File: src/rtl/pipeline_pkg.sv
// Shared defaults for the receive pipeline and the FIFO operation encoding
// used by the storage sub-module.
package pipeline_pkg;

  localparam int unsigned DATA_WIDTH_DEF  = 8;
  localparam int unsigned DEPTH_DEF       = 8;
  localparam int unsigned COUNT_WIDTH_DEF = 16;
  localparam int unsigned PIPE_STAGES_DEF = 3;

  typedef enum logic [1:0] {
    FIFO_IDLE = 2'b00,
    FIFO_POP  = 2'b01,
    FIFO_PUSH = 2'b10,
    FIFO_BOTH = 2'b11
  } fifo_op_e;

endpackage

File: src/rtl/sync_fifo_fwft.sv
// First-word-fall-through FIFO: storage, wrapping pointers, fill level and a
// registered valid flag. The caller guarantees push/pop legality.
module sync_fifo_fwft
  import pipeline_pkg::*;
#(
  parameter int unsigned DATA_WIDTH = DATA_WIDTH_DEF,
  parameter int unsigned DEPTH      = DEPTH_DEF
) (
  input  logic                     clk,
  input  logic                     rst,
  input  logic                     i_push,
  input  logic                     i_pop,
  input  logic [DATA_WIDTH-1:0]    i_data,
  output logic [DATA_WIDTH-1:0]    o_data,
  output logic                     o_valid,
  output logic [$clog2(DEPTH):0]   o_level
);

  localparam int unsigned AW = $clog2(DEPTH);

  logic [DATA_WIDTH-1:0] r_mem [DEPTH];
  logic [AW-1:0]         r_wr_ptr;
  logic [AW-1:0]         r_rd_ptr;
  logic [AW:0]           r_level;
  logic                  r_valid;
  logic [AW:0]           w_level_nxt;
  fifo_op_e              w_op;

  assign w_op = fifo_op_e'({i_push, i_pop});

  always_comb begin
    w_level_nxt = r_level;
    case (w_op)
      FIFO_PUSH: w_level_nxt = r_level + (AW+1)'(1);
      FIFO_POP:  w_level_nxt = r_level - (AW+1)'(1);
      default:   w_level_nxt = r_level;
    endcase
  end

  // Storage is deliberately left unreset; valid gates the stale contents.
  always_ff @(posedge clk) begin
    if (i_push) begin
      r_mem[r_wr_ptr] <= i_data;
    end
  end

  always_ff @(posedge clk or posedge rst) begin
    if (rst) begin
      r_wr_ptr <= '0;
      r_rd_ptr <= '0;
      r_level  <= '0;
      r_valid  <= 1'b0;
    end else begin
      if (i_push) r_wr_ptr <= r_wr_ptr + AW'(1);
      if (i_pop)  r_rd_ptr <= r_rd_ptr + AW'(1);
      r_level <= w_level_nxt;
      r_valid <= (w_level_nxt != '0);
    end
  end

  assign o_data  = r_mem[r_rd_ptr];
  assign o_valid = r_valid;
  assign o_level = r_level;

endmodule

File: src/rtl/pipeline_receiver.sv
// Receives words from a non-backpressured upstream into a FWFT FIFO, tracking
// accepted words and flagging drops when the FIFO is full.
module pipeline_receiver
  import pipeline_pkg::*;
#(
  parameter int unsigned DATA_WIDTH  = DATA_WIDTH_DEF,
  parameter int unsigned DEPTH       = DEPTH_DEF,
  parameter int unsigned COUNT_WIDTH = COUNT_WIDTH_DEF
) (
  input  logic                     clk,
  input  logic                     rst,
  input  logic [DATA_WIDTH-1:0]    in_data,
  input  logic                     in_valid,
  output logic [DATA_WIDTH-1:0]    out_data,
  output logic                     out_valid,
  input  logic                     out_ready,
  input  logic                     clr_overflow,
  output logic                     overflow,
  output logic [$clog2(DEPTH):0]   fill_level,
  output logic [COUNT_WIDTH-1:0]   rx_count
);

  localparam int unsigned AW = $clog2(DEPTH);
  localparam logic [AW:0] FULL_LEVEL = (AW+1)'(DEPTH);

  logic                   w_valid;
  logic [AW:0]            w_level;
  logic                   w_push;
  logic                   w_pop;
  logic                   w_drop;
  logic                   r_overflow;
  logic [COUNT_WIDTH-1:0] r_rx_count;

  // A full FIFO still accepts a word when the head leaves in the same cycle.
  assign w_pop  = w_valid & out_ready;
  assign w_push = in_valid & ((w_level != FULL_LEVEL) | w_pop);
  assign w_drop = in_valid & ~w_push;

  sync_fifo_fwft #(
    .DATA_WIDTH (DATA_WIDTH),
    .DEPTH      (DEPTH)
  ) u_fifo (
    .clk     (clk),
    .rst     (rst),
    .i_push  (w_push),
    .i_pop   (w_pop),
    .i_data  (in_data),
    .o_data  (out_data),
    .o_valid (w_valid),
    .o_level (w_level)
  );

  always_ff @(posedge clk or posedge rst) begin
    if (rst) begin
      r_overflow <= 1'b0;
      r_rx_count <= '0;
    end else begin
      if (w_drop) begin
        r_overflow <= 1'b1;
      end else if (clr_overflow) begin
        r_overflow <= 1'b0;
      end
      if (w_push && (r_rx_count != '1)) begin
        r_rx_count <= r_rx_count + COUNT_WIDTH'(1);
      end
    end
  end

  assign out_valid  = w_valid;
  assign fill_level = w_level;
  assign overflow   = r_overflow;
  assign rx_count   = r_rx_count;

endmodule

File: config.mk
export PLATFORM = sky130hd
export DESIGN_NAME = pipeline_receiver
export DESIGN_NICKNAME = d
export VERILOG_FILES = /design/src/rtl/pipeline_pkg.sv /design/src/rtl/sync_fifo_fwft.sv /design/src/rtl/pipeline_receiver.sv
export SDC_FILE = /design/constraint.sdc
export NUM_CORES = 1
export LEC_CHECK = 0
export CAP_MARGIN = 10
export CORE_MARGIN = 2
export CORE_UTILIZATION = 55
export CTS_CLUSTER_SIZE = 30
export DETAILED_ROUTE_END_ITERATION = 8
export MAX_ROUTING_LAYER = met4
export PLACE_DENSITY = 0.89
export SYNTH_ARGS = -nofsm -noshare
export SYNTH_HDL_FRONTEND = slang
export SYNTH_SLANG_ARGS = --single-unit
File: constraint.sdc
create_clock -name clk -period 2.5 [get_ports clk]
set_input_delay 0.5 -clock clk [delete_from_list [all_inputs] [get_ports clk]]
set_output_delay 0.5 -clock clk [all_outputs]
set_load 0.05 [all_outputs]
==> impl_metrics.tcl, run 1 <==
set metrics [dict create \
    maxCapViolations 0 \
    fmax_mhz 405 \
    netlist_area_sq_um 3810 \
    setup_slack_ns 0.0335 \
    clock_path_buffers 2 \
    cts_tree "done" \
    slowest_delay_ns 0.52 \
    power.internal_mw 3.40 \
    ys_seq_area_share_pct 68.9 \
    peakVddDrop_mv 0.747 \
    setup_viol 0 \
    critPathRequiredTime_ns 2.00 \
    status "completed" \
    cp_slowest_cell "mux4_2" \
    cellLeakagePower_nw 1.71 \
    synth_edf_count 64 \
    critPathLaunchType "register" \
    synth_top_area_share_pct 50.5 \
    fin_crit_sh_pct 98.7 \
    ios 43 \
    antenna_found_initial 0 \
    synthSimpleGateAreaFrac_pct 8.35 \
    path_class "reg2out" \
    hold_class "reg2reg" \
    nets 303 \
    synth_commonest_cells "64 x edfxtp_1, 28 x dfrtp_1, 16 x mux4_2, 16 x xor2_1, 12 x nor3_1" \
    crit_path_start "u_fifo.r_rd_ptr[0]$_DFFE_PP0N_" \
    routedWlPerCell_microns 19.0 \
    num-fill-cells 447 \
    synthToLayoutAreaGrowth_pct 20.9 \
    core_area_sq_um 6760 \
    endpoint_kind "primary output" \
    yosys_warnings 0 \
    tns_ns 0 \
    route.detailed.drc 0 \
    tightest_slew_ns 0.680 \
    final_hold_viol_count 0 \
    clock_latency_ns 0.36 \
    ctsHoldBuffers 0 \
    seqPwrFrac_pct 41.0 \
    post-route-min-period_ns 2.47 \
    hold_slack_ns 0.511 \
    post-route-util_pct 68.1 \
    vias_per_cell 5.81 \
    p_sw_mw 2.18 \
    diodes 0 \
    muxShareOfSynthArea_pct 12.4 \
    r2r_start "u_fifo.o_level[0]$_DFF_PP0_" \
    switching_share_pct 39.0 \
    dp_slack_ns 0.0730 \
    htreeDepth 3 \
    synthCells 227 \
    drt_iter0_drc 104 \
    dieWidth_microns 87.2 \
    root_buffer "clkbuf_8" \
    synth_most_common_cell "edfxtp_1" \
    numClockSinks 92 \
    yosys.area.top_type "edfxtp_1" \
    grt_use_total_pct 20.2 \
    maxSlewViolCount 0 \
    num_rows 30 \
    fp.dieH_microns 87.2 \
    num_vias 2155 \
    antenna_left 0 \
    first_pass_iters 4 \
    synth-compound-area-share_pct 2.46 \
    finalWirelength_mm 7.05 \
    ys_types 38 \
    cts.clk_slew.worst_paths_ns 0.09 \
    gp_congestion 0.774 \
    critPathArrivalTime_ns 1.97 \
    synth_ff_type "edfxtp_1" \
    synth_top_family_by_area "multiplexers" \
    final_area_sq_um 4600 \
    skew_ns 0.00862 \
    crit_chain "buf_12, mux4_2, mux2_2, buf_4" \
    yosys-top-cells-area "edfxtp_1 50%, dfrtp_1 18%, mux4_2 9.5%" \
    gr-total-overflow 0 \
    p_clk_share_pct 17.1 \
    hold_start "rx_count[7]$_DFFE_PP0P_" \
    synth_nets 244 \
    cts_made_buffers 9 \
    initial_core_util_pct 56.4 \
    crit_path_max_fanout 9 \
    avgSynthCellArea_sq_um 16.8 \
    synth-xor-area-share_pct 5.29 \
    die-area_sq_um 7600 \
    placed_cell_area_sq_um 4380 \
    comb_power_share_pct 41.9 \
    port_buffers 42 \
    slew_headroom_pct 54.2 \
    final_layout_size_suffix_gt1_share_pct 23.0 \
    synthAdderAreaFrac_pct 1.31 \
    ys_seq_elements 92 \
    postSynth.asyncResetShare_pct 30.4 \
    hpwl_mm 4.43 \
    powerDensity_nw_per_um2 1210 \
    grt_max_degree 29 \
    grt_pass1_vias 2179 \
    grt_pass1_wl_mm 10.9 \
]
[timing repair]
item	CTS	global route
gates cloned	0	1
setup endpoints to repair	8	1
gates resized for setup	1	1
setup buffers	0	1
[sequential cells by signal, indices dropped and copies added, names as in the netlist]
| name | count |
|---|---|
| u_fifo.r_mem | 64 |
| rx_count | 16 |
| u_fifo.o_level | 4 |
| u_fifo.r_rd_ptr | 3 |
| u_fifo.r_wr_ptr | 3 |
| overflow | 1 |
| u_fifo.o_valid | 1 |
[routing by layer]
| layer | global-route usage (%) | up-vias | share of wire [%] |
|---|---|---|---|
| li1 | - | 998 | - |
| met1 | 24.5 | 1075 | 42 |
| met2 | 32.4 | 73 | 51 |
| met3 | 5.88 | 9 | 6.2 |
| met4 | 7.83 | 0 | 1.4 |
| met5 | - | - | 0 |
[cells by family (layout without fill, tap and decap cells)]
group                    after synthesis  after routing
flip-flops                            92             92
AND/OR/NAND/NOR                       58             58
multiplexers                          26             26
XOR/XNOR                              23             23
AO/OA/AOI/OAI                         12             12
buffers and inverters                 12             76
adder cells (fa/ha/maj)                4              4
[worst max-delay path, delay by kind of cell, from the launching register on]
family,cells,cell delay [ns]
mux,2,0.81
flops,1,0.45
buf+inv,2,0.36
[power by group through the flow]
stage,clock network [mW],logic (mW),registers (mW)
final,0.956,2.34,2.29
after global placement,0,2.26,2.28
after CTS,0.968,2.31,2.28
after global routing,1.03,2.47,2.33
after detailed placement,0,2.31,2.30
after floorplan,0,1.39,2.50
[per-stage QoR]
| stage | total power, mW | instances |
|---|---|---|
| 3_3_place_gp | 4.54 | 353 |
| 4_1_cts | 5.55 | 369 |
| 2_1_floorplan | 3.89 | 227 |
| 6_report | 5.58 | 371 |
| 5_1_grt | 5.84 | 371 |
| 3_5_place_dp | 4.61 | 353 |
[placed cells by master, fill, tap and decap left out, drive strengths merged]
master	synthesis	routed
and3b	1	1
xnor2	7	7
nand2b	2	2
or2	1	1
a32oi	1	1
o22ai	2	2
mux4	16	16
or3	2	2
nand3	6	6
dfrtp	28	28
a21boi	1	1
buf	4	21
clkdlybuf4s50	0	34
xor2	16	16
bufinv	0	1
a21bo	1	1
nand2	10	10
nor4	6	6
clkinv	0	6
nand3b	2	2
and4	3	3
a211o	1	1
o21ai	2	2
o21a	1	1
o211ai	1	1
nor2	7	7
nand4	3	3
a21o	1	1
or4b	1	1
nor3b	1	1
ha	4	4
nor3	12	12
inv	4	4
edfxtp	64	64
a32o	1	1
and2	1	1
mux2	10	10
clkbuf	4	10
[final timing paths]
kind	cells past startpoint	end	slack (ns)
setup / recovery	4	out_data[5]	0.03
hold / removal	1	rx_count[7]$_DFFE_PP0P_	0.51
setup reg to reg	4	rx_count[10]$_DFFE_PP0P_	0.29
hold reg to reg	1	rx_count[7]$_DFFE_PP0P_	0.51
max in group asynchronous	3	u_fifo.r_rd_ptr[1]$_DFFE_PP0N_	1.69
min in group asynchronous	3	rx_count[13]$_DFFE_PP0P_	0.53
[cell type report]
cell class	count	area, sq um	share of cell area [%]
Sequential cell	92	2630	57.0
Timing Repair Buffer	56	536	11.6
Multi-Input combinational cell	123	1140	24.7
Clock inverter	7	67.6	1.47
Tap cell	80	100	2.17
Clock buffer	9	124	2.69
Inverter	4	15.0	0.326
Power figures use the tool's default switching activity.
==> run 2: changes to the inputs <==
--- a/config.mk
+++ b/config.mk
@@ -6,7 +6,6 @@
 export NUM_CORES = 1
 export LEC_CHECK = 0
 export CAP_MARGIN = 10
-export CORE_MARGIN = 2
 export CORE_UTILIZATION = 55
 export CTS_CLUSTER_SIZE = 30
 export DETAILED_ROUTE_END_ITERATION = 8
==> run 2 against run 1 <==
Against the previous run:
- combinational power down 2%
- worst setup slack better by 0.050 ns
- non-clock buffer count down 1
- die area down 4.5%
- sequential share of layout area about the same
- flip-flop and latch count unchanged
- hold slack worse by 0.0091 ns
- highest routed layer unchanged
==> impl_metrics.tcl, run 2 (synthesized netlist as in run 1, its figures left out) <==
set metrics [dict create \
    hpwl_mm 4.26 \
    fmax_mhz 414 \
    cts.repair.resized 1 \
    final_layout_size_suffix_gt1_share_pct 23.1 \
    comb_power_share_pct 40.6 \
    fp.dieH_microns 85.2 \
    layoutNonFillerInstCount 367 \
    cts.clk_slew.worst_paths_ns 0.09 \
    maxCapViolations 0 \
    numClockSinks 92 \
    first_pass_iters 4 \
    multi_input_area_sq_um 1140 \
    port_buffers 42 \
    routedWlPerCell_microns 18.0 \
    setup_viol 0 \
    cts_made_buffers 9 \
    largest_reg_flops 64 \
    endpoint_kind "primary output" \
    finalWirelength_mm 6.60 \
    nets 302 \
    p_clk_share_pct 19.1 \
    skew_ns 0.0148 \
    crit_path_max_fanout 18 \
    report.power.total_mw 5.64 \
    r2r_start "u_fifo.o_level[1]$_DFF_PP0_" \
    antenna_found_initial 0 \
    r2r_slack_ns 0.28 \
    path_class "reg2out" \
    cellLeakagePower_nw 1.70 \
    root_buffer "clkbuf_8" \
    critPathRequiredTime_ns 2.00 \
    fin_crit_sh_pct 96.7 \
    tns_ns 0 \
    slowest_delay_ns 0.51 \
    final_area_sq_um 4600 \
    cts_tree "done" \
    slew_headroom_pct 50.7 \
    top_register "u_fifo.r_mem" \
    route.detailed.drc 0 \
    core_area_sq_um 6530 \
    grt_pass1_vias 2113 \
    grt_use_total_pct 20.2 \
    synthToLayoutAreaGrowth_pct 20.9 \
    final_hold_viol_count 0 \
    grt_max_degree 29 \
    critPathArrivalTime_ns 1.92 \
    vias_per_cell 5.87 \
    gr-total-overflow 0 \
    dieWidth_microns 85.2 \
    seqPwrFrac_pct 40.2 \
    switching_share_pct 38.3 \
    final_common_cell "edfxtp_1" \
    tightest_slew_ns 0.731 \
    gp_congestion 0.823 \
    maxSlewViolCount 0 \
    hold_class "in2async" \
    placed_cell_area_sq_um 4380 \
    ctsHoldBuffers 0 \
    final_cell_mix "64 x edfxtp_1, 34 x clkdlybuf4s50_1, 27 x dfrtp_1" \
    die-area_sq_um 7260 \
    num_vias 2156 \
    num-fill-cells 433 \
    post-route-min-period_ns 2.42 \
    antenna_left 0 \
    ios 43 \
    dp.cells 351 \
    num_rows 29 \
    timing.rr.end "rx_count[8]$_DFFE_PP0P_" \
    cp_slowest_cell "mux4_2" \
    post_cts_buffers 0 \
    p_sw_mw 2.16 \
    status "completed" \
    clock_path_buffers 2 \
    drt_iter0_drc 132 \
    htreeDepth 3 \
    ff2ff_path_depth 4 \
    peakVddDrop_mv 0.905 \
    initial_core_util_pct 58.3 \
    rsz0062_at_grt "no" \
    powerDensity_nw_per_um2 1220 \
    power.internal_mw 3.48 \
    critPathLaunchType "register" \
    grt_pass1_wl_mm 10.4 \
    diodes 0 \
    crit_chain "buf_12, mux4_2, mux2_2, buf_4" \
    register_area_sq_um 2620 \
    clock_latency_ns 0.36 \
]
run 2: worst max path at each step:
stage                                        start                           end  cells after the start
finish              u_fifo.r_rd_ptr[0]$_DFFE_PP0N_                   out_data[7]                      4
CTS                 u_fifo.r_rd_ptr[0]$_DFFE_PP0N_                   out_data[7]                      4
floorplan                 u_fifo.o_valid$_DFF_PP0_  u_fifo.r_mem[0][0]$_DFFE_PP_                      4
global route        u_fifo.r_rd_ptr[0]$_DFFE_PP0N_                   out_data[7]                      4
detailed placement                        in_valid      u_fifo.o_valid$_DFF_PP0_                      8
global placement                          in_valid      u_fifo.o_valid$_DFF_PP0_                      8
run 2: final cells by class:
type                            count  share of cell area (%)
Sequential cell                    92                    57.0
Inverter                            4                   0.326
Clock buffer                        9                    2.69
Timing Repair Buffer               55                    11.1
Multi-Input combinational cell    123                    24.7
Clock inverter                      7                    2.09
Tap cell                           77                    2.09
run 2: power groups by stage:
stage               combinational [mW]  clock (mW)  sequential [mW]
floorplan                         1.39           0             2.50
global route                      2.42        1.17             2.31
CTS                               2.32        1.10             2.27
finish                            2.29        1.08             2.27
global placement                  2.27           0             2.28
detailed placement                2.31           0             2.30
run 2: layer usage:
| layer | vias up | GRT usage (%) | share of wire [%] |
|---|---|---|---|
| li1 | 995 | - | - |
| met1 | 1080 | 26.7 | 44 |
| met2 | 69 | 31.3 | 49 |
| met5 | - | - | 0 |
| met3 | 12 | 4.09 | 5.7 |
| met4 | 0 | 8.01 | 1.8 |
run 2: worst max-delay path, delay by kind of cell, from the launching register on:
kind	cells	cell delay (ns)
buffers and inverters	2	0.39
multiplexers	2	0.80
flip-flops	1	0.37
run 2: stage by stage:
| step | hold WS (ns) | utilization, % | setup WS, ns |
|---|---|---|---|
| floorplan | 0.517 | - | 0.00246 |
| global placement | 0.484 | 67.1 | 0.178 |
| detailed placement | 0.490 | 67.1 | 0.0993 |
| CTS | 0.505 | 70.5 | 0.0516 |
| global route | 0.526 | 70.5 | 0.00157 |
| finish | 0.502 | 70.5 | 0.0831 |
